**src/rtl/freq_prog_pkg.sv**
```systemverilog
// Shared constants and types for the programmable multi-channel clock divider.
package freq_prog_pkg;

    localparam int          CNT_W_DEF       = 32;
    localparam int unsigned DIV_DEFAULT_DEF = 32'd1500000000;
    localparam int          CH_IDX_W        = 4;

    typedef logic [CNT_W_DEF-1:0] div_t;

endpackage

```
**src/rtl/freq_prog_ch.sv**
```systemverilog
// One divider channel: counter, shadow/active divisor, square-wave output and toggle tick.
// Tick generation is compiled in only when FREQ_PROG_TICK_EN is defined; otherwise o_tick is 0.
module freq_prog_ch
    import freq_prog_pkg::*;
#(
    parameter int          CNT_W       = CNT_W_DEF,
    parameter int unsigned DIV_DEFAULT = DIV_DEFAULT_DEF
) (
    input  logic             i_clk,
    input  logic             i_reset,
    input  logic             i_en,
    input  logic             i_wr,
    input  logic [CNT_W-1:0] i_div_val,
    output logic             o_relojs,
    output logic             o_tick
);

    logic [CNT_W-1:0] r_cnt;
    logic [CNT_W-1:0] r_act;
    logic [CNT_W-1:0] r_shd;
    logic             r_relojs;
    logic             w_term;

    assign w_term = (r_cnt == r_act);

    // act only changes at a terminal count or while stopped, so a half-period is never cut short
    always_ff @(posedge i_clk) begin
        if (i_reset) begin
            r_cnt    <= '0;
            r_act    <= CNT_W'(DIV_DEFAULT);
            r_shd    <= CNT_W'(DIV_DEFAULT);
            r_relojs <= 1'b0;
        end else begin
            if (i_wr) begin
                r_shd <= i_div_val;
            end
            if (!i_en) begin
                r_cnt    <= '0;
                r_relojs <= 1'b0;
                r_act    <= r_shd;
            end else if (w_term) begin
                r_cnt    <= '0;
                r_relojs <= ~r_relojs;
                r_act    <= i_wr ? i_div_val : r_shd;
            end else begin
                r_cnt <= r_cnt + CNT_W'(1);
            end
        end
    end

    assign o_relojs = r_relojs;

`ifdef FREQ_PROG_TICK_EN
    logic r_tick;

    always_ff @(posedge i_clk) begin
        if (i_reset) begin
            r_tick <= 1'b0;
        end else begin
            r_tick <= i_en && w_term;
        end
    end

    assign o_tick = r_tick;
`else
    assign o_tick = 1'b0;
`endif

endmodule

```
**src/rtl/freq_prog.sv**
```systemverilog
// Programmable N-channel clock divider: divisor write decode plus channel array.
// Define FREQ_PROG_TICK_EN to enable the per-channel toggle tick outputs.
module freq_prog
    import freq_prog_pkg::*;
#(
    parameter int          N_CH        = 4,
    parameter int          CNT_W       = CNT_W_DEF,
    parameter int unsigned DIV_DEFAULT = DIV_DEFAULT_DEF
) (
    input  logic                reloje,
    input  logic                reset,
    input  logic [N_CH-1:0]     en,
    input  logic                div_wr,
    input  logic [CH_IDX_W-1:0] div_ch,
    input  logic [CNT_W-1:0]    div_val,
    output logic [N_CH-1:0]     relojs,
    output logic [N_CH-1:0]     tick
);

    logic [N_CH-1:0] w_wr;

    // Indices at or above N_CH match no channel and are dropped
    always_comb begin
        w_wr = '0;
        for (int i = 0; i < N_CH; i++) begin
            w_wr[i] = div_wr && (div_ch == CH_IDX_W'(i));
        end
    end

    for (genvar g = 0; g < N_CH; g++) begin : g_ch
        freq_prog_ch #(
            .CNT_W       (CNT_W),
            .DIV_DEFAULT (DIV_DEFAULT)
        ) u_ch (
            .i_clk     (reloje),
            .i_reset   (reset),
            .i_en      (en[g]),
            .i_wr      (w_wr[g]),
            .i_div_val (div_val),
            .o_relojs  (relojs[g]),
            .o_tick    (tick[g])
        );
    end

endmodule
```
**config.mk**
```make
export PLATFORM = sky130hd
export DESIGN_NAME = freq_prog
export DESIGN_NICKNAME = d
export VERILOG_FILES = /design/src/rtl/freq_prog_pkg.sv /design/src/rtl/freq_prog_ch.sv /design/src/rtl/freq_prog.sv
export SDC_FILE = /design/constraint.sdc
export NUM_CORES = 1
export LEC_CHECK = 0
export ABC_AREA = 1
export CAP_MARGIN = 20
export CORE_ASPECT_RATIO = 0.75
export CORE_UTILIZATION = 37
export CTS_BUF_LIST = sky130_fd_sc_hd__clkbuf_2 sky130_fd_sc_hd__clkbuf_4 sky130_fd_sc_hd__clkbuf_8
export CTS_CLUSTER_DIAMETER = 100
export DETAILED_ROUTE_END_ITERATION = 8
export PLACE_DENSITY = 0.54
export SLEW_MARGIN = 5
export SYNTH_ARGS = -nofsm -noshare
export SYNTH_HDL_FRONTEND = slang
export SYNTH_SLANG_ARGS = --single-unit
```
**constraint.sdc**
```tcl
create_clock -name reloje -period 2.2 [get_ports reloje]
set_input_delay 0.55 -clock reloje [delete_from_list [all_inputs] [get_ports reloje]]
set_output_delay 0.55 -clock reloje [all_outputs]
set_load 0.1 [all_outputs]
```
# [Yosys cells after proc, flatten, opt, wreduce, memory -nomap -nowiden]
# Cells that the tools add are included.
[op_classes] addsub=4 n_eq_ne=11 mux=12 bitwise_logic=8 reduce_logical=13
[ops] operator="$mux 32" n=12
[ops] operator="$add 32x1->32 const B" n=4
[ops] operator="$eq 32x32->1" n=4
[ops] operator="$reduce_or 3->1" n=4
[ops] operator="$eq 4x2->1 const B" n=2
[ops] operator="$ne 2x1->1 const B" n=4
[ops] operator="$not 1->1" n=8
[ops] operator="$reduce_or 2->1" n=4
[ops] operator="$eq 4x1->1 const B" n=1
[ops] operator="$logic_and 1x1->1" n=4
[ops] operator="$logic_not 4->1" n=1
[word_totals] regBits=388 input_bits=43 output_inout_bits=8

# [Depth between registers and ports, before layout]
[logic_depth] ltp_word=5 depth_mapped=13 depth_no_buf=12

# [By module]
# Synthesis repeated with hierarchy kept, for this count alone.
[hier_totals] hier_cells=2747 area_unflattened_um2=19597.5
[by_module_without_submodules] module="freq_prog_ch (g_ch[1].u_ch ...)" n_inst=3 cells_each=684 area_each_um2=4868.4 seq_area_each_um2=1941.9
[by_module_without_submodules] module="freq_prog_ch (g_ch[0].u_ch)" n_inst=1 cells_each=684 area_each_um2=4948.5 seq_area_each_um2=1941.9
[by_module_without_submodules] module="freq_prog" n_inst=1 cells_each=11 area_each_um2=43.8 seq_area_each_um2=0.0

# [Worst setup path after synthesis]
# Ideal clock, no wire load.
[synth_timing] path_type="input -> register" from="in div_ch[3]" to="reg g_ch[3].u_ch.r_act[20]" setup_ns=0.113 arrival_time_ns=1.578 required_ns=2.087 slack_ns=0.509 stages=10 n_path_buf=1 path_cell_list="nor2_4 -> nand3_2 -> buf_2 -> or2_2 -> o21ai_0 -> nand2_1 -> o21ai_1 -> nand2_1 -> nand2_1 -> nor2_1"
[synth_via] elab_chain_cells=5
[synth_lines] element="start: declaration" line_no="freq_prog.sv:14" text="input logic [CH_IDX_W-1:0] div_ch,"
[synth_lines] element="$eq 4x2->1" line_no="freq_prog.sv:26" text="w_wr[i] = div_wr && (div_ch == CH_IDX_W'(i));"
[synth_lines] element="$logic_and 1x1->1" line_no="freq_prog.sv:26"
[synth_lines] element="$mux 32" line_no="freq_prog_ch.sv:44" text="r_act <= i_wr ? i_div_val : r_shd;"
[synth_lines] element="$mux 32" line_no="freq_prog_ch.sv:41" text="end else if (w_term) begin"
[synth_lines] element="$mux 32" line_no="freq_prog_ch.sv:37" text="if (!i_en) begin"
[synth_lines] element="end signal: assignment" line_no="freq_prog_ch.sv:30" text="r_act <= CNT_W'(DIV_DEFAULT);"
[synth_lines] element="end signal: assignment" line_no="freq_prog_ch.sv:40" text="r_act <= r_shd;"
[synth_lines] element="end signal: assignment" line_no="freq_prog_ch.sv:44"
[synth_lines] element="end: declaration" line_no="freq_prog_ch.sv:19" text="logic [CNT_W-1:0] r_act;"
# No other way between the ends. The select of a mux whose other input is x is not followed.
# A chain may end at the register's enable or synchronous reset.

# [Worst setup path after layout]
[layout_timing] from="in div_wr" to="reg g_ch[3].u_ch.r_act[12]"
[layout_via] elab_chain_cells=4
[layout_lines] element="start: declaration" line_no="freq_prog.sv:13" text="input logic div_wr,"
[layout_lines] element="$logic_and 1x1->1" line_no="freq_prog.sv:26"
[layout_lines] element="$mux 32" line_no="freq_prog_ch.sv:44"
[layout_lines] element="$mux 32" line_no="freq_prog_ch.sv:41"
[layout_lines] element="$mux 32" line_no="freq_prog_ch.sv:37"
# No other way between the ends. The select of a mux whose other input is x is not followed.

==> impl_results.md <==
* Area share of the largest cell type after synthesis at between 40 and 50%
* Area post-placement at 0.0209 mm^2
* Hold Path Stages at 3
* Outcome: finished clean
* Netlist cell types at 36
* CTS resizes at 0
* Clock Skew at 0.0322 ns
* Pwr per Cell Area at 700 mW/mm^2
* Clock-pin slew on the worst setup and hold paths at 0.06 ns
* Comb power frac at under 10%
* Min-delay worst type: input pin to flip-flop
* Top FF cell, synth: dfxtp_1
* Post-route cell area at 0.0223 mm^2
* Final ANT Viol Nets at 0
* Clock sink count at 388
* I/O Pins at 51
* CP arrival at 2.44 ns
* Core area at 0.0505 mm^2
* Fmax at 0.518 GHz
* Post-CTS Hold Buffers at 0
* Final period util at 87.8%
* Global routing's busiest layer: met2
* Post-synthesis cell count at 2796
* Part of the power in registers at 47.1%
* Most common cell after layout, fill and taps aside: nand2_1
* Postcts setup bufs at 0
* Wire per inst at 15.0 um
* Vias in the first global route at 16500
* TritonCTS clock tree: done
* Total gr overflow at 0
* Die height at 199 um
* Worst-path maximum fanout at 21
* Setup CP Type: input pin to flip-flop
* DIE AREA at 0.0525 mm^2
* CTS Buffer Depth at 3
* Critical path startpoint category: input pin
* Gpl congestion at between 0.8 and 0.9
* Vias per cell at 4.90
* Detail Placement HPWL at 38800 um
* Largest net degree at the start of global routing at 74
* Final hold violations at 0
* Root buf cell: clkbuf_8
* Crit. End Element: flip-flop
* Async SR Flop Fraction at 0%
* Min Tclk post-route at ~1.9 ns
* Met2 Usage GRT at a little under a third
* Int Pwr at 11.7 mW
* Initial antenna violation count at 9
* Final nets at around 3000
* DR iter-0 viols at 1451
* Clock share of power at ~45%
* Layout cell share with drive strength beyond 1 at 11.4%
* Final setup vio count at 0
* Die span in x at 264 um
* Synthesized area at 0.0191 mm^2
* Number of I/O port buffers at between 40 and 50
* Synth Register Bits at 388
* Avg Cell Area, Syn at 6.82 um^2
* Max-Slew Margin vs Limit at roughly three fifths
* Initial core utilization at 37.7%
* Area contributors post-synth: dfxtp_1, nand2_1, nor2_1
* Number of remaining DRC errors at 0
* Syn-to-layout area delta at 17.0%
* Least-Margin Pin Slew at 0.615 ns
* Area leader, netlist: dfxtp_1
* Max Slew Vio Count at 0
* Seq/Total Area, Yosys at 40.7%
* FF-to-FF path depth at 10
* Unrepaired setup endpoints after global routing: false
* GRT Overall Usage at roughly a fifth
* Post-Route WL at 54400 um
* Switch share at 25.4%
* Routing usage on met1 at around 30%
* H-tree Lvls at 3
* Cell Rows at 71
* R2r setup slk at 0.27 ns
* Most frequent cells in the layout: nand2_1, nor2_1, dfxtp_1
* Number of flops mapped to enable cells by yosys at 0
* Max cap viols at 0
* Skew-Pair Late Insertion Delay at 0.63 ns
* Vias at 17700
* Total CTS buffers at 66
* Warnings from Yosys at 0
* Leak Pwr at 9.44 nW
* Critical Path RT at about 2.7 ns
* Final core area utilization at between 40% and 50%
* VDD IR max at about 0.38 mV
* Global-route wire length before repair at a little under 90000 um
* Met3 Usage GRT at under 10%
* Psw at 3.97 mW
* DRT Pass-1 Iters at 5
[through the flow]
stage                     setup TNS (ns)  instances  hold slack, ns  setup slack [ns]  power (mW)
final                                  0       3616           0.306             0.268        15.6
after global placement            -27.41       3497           0.454            -0.304        8.81
after detailed placement          -29.39       3497           0.465            -0.320        8.82
after global routing                   0       3615           0.312            0.0731        16.3
after floorplan                        0       2799           0.441             0.509        8.29
after CTS                              0       3615           0.263             0.249        15.8
[cells in the mapped netlist (27+ instances only)]
cell      number
inv_1        229
xor2_1        50
dfxtp_1      388
nor3_1        44
clkbuf_1      68
or2_2         27
nand4_1       33
nand2_1      753
o21ai_0      164
nor2_1       434
buf_2         36
mux2i_1       28
xnor2_1      108
a21oi_1      120
nand3_1      182
[metal layers]
layer,wire [um],share of wire [%],vias up
li1,-,-,9028
met1,27600,51,8156
met2,22400,41,439
met3,3230,5.9,82
met4,1160,2.1,0
met5,0,0,-
[state kept, by name, indices dropped and copies added, names as in the netlist]
signal	cells
g_ch.u_ch.r_shd	128
g_ch.u_ch.r_act	128
g_ch.u_ch.r_cnt	128
g_ch.u_ch.o_relojs	4
[worst max-delay path, stage by stage]
cell	delay, ns
clkdlybuf4s50_1	0.49
buf_4	0.17
nand2_1	0.05
inv_1	0.06
nand3_2	0.08
buf_12	0.15
inv_1	0.06
buf_4	0.16
o21ai_0	0.25
nand2_1	0.08
o21ai_0	0.14
nand2_1	0.10
nand2_1	0.06
nor2_1	0.04
[cell type report]
class | instances | area, um^2
Sequential cell | 388 | 7770
Clock inverter | 5 | 27.5
Timing Repair Buffer | 175 | 1630
Multi-Input combinational cell | 2037 | 9780
Fill cell | 5186 | 28200
Clock buffer | 113 | 1380
Tap cell | 657 | 822
Antenna cell | 1 | 2.50
Inverter | 240 | 902
[path summary, 6_finish.rpt]
| check | start | end |
|---|---|---|
| min | en[3] | g_ch[3].u_ch.r_act[27]$_SDFFE_PP1P_ |
| max reg2reg | g_ch[2].u_ch.r_cnt[0]$_SDFF_PP0_ | g_ch[2].u_ch.r_cnt[22]$_SDFF_PP0_ |
| max | div_wr | g_ch[3].u_ch.r_act[12]$_SDFFE_PP0P_ |
| min reg2reg | g_ch[0].u_ch.r_cnt[0]$_SDFF_PP0_ | g_ch[0].u_ch.r_cnt[0]$_SDFF_PP0_ |
[power by group through the flow]
| stage | sequential, mW | combinational (mW) | clock (mW) |
|---|---|---|---|
| finish | 7.36 | 1.30 | 6.96 |
| floorplan | 7.46 | 0.830 | 0 |
| detailed placement | 7.52 | 1.30 | 0 |
| global route | 7.38 | 1.47 | 7.46 |
| global placement | 7.52 | 1.29 | 0 |
| CTS | 7.37 | 1.31 | 7.16 |
[cells by family (layout without fill, tap and decap cells)]
kind of cell,count (synthesis),in the layout,share of synthesized area (%)
mux,28,28,1.47
compound gates,288,288,7.57
simple gates,1555,1555,34.6
fa+ha+maj,4,4,0.262
xor+xnor,158,158,7.26
buf+inv,374,533,8.10
flops,388,388,40.7
other cells,1,5,0.0197
Power figures use the tool's default switching activity.
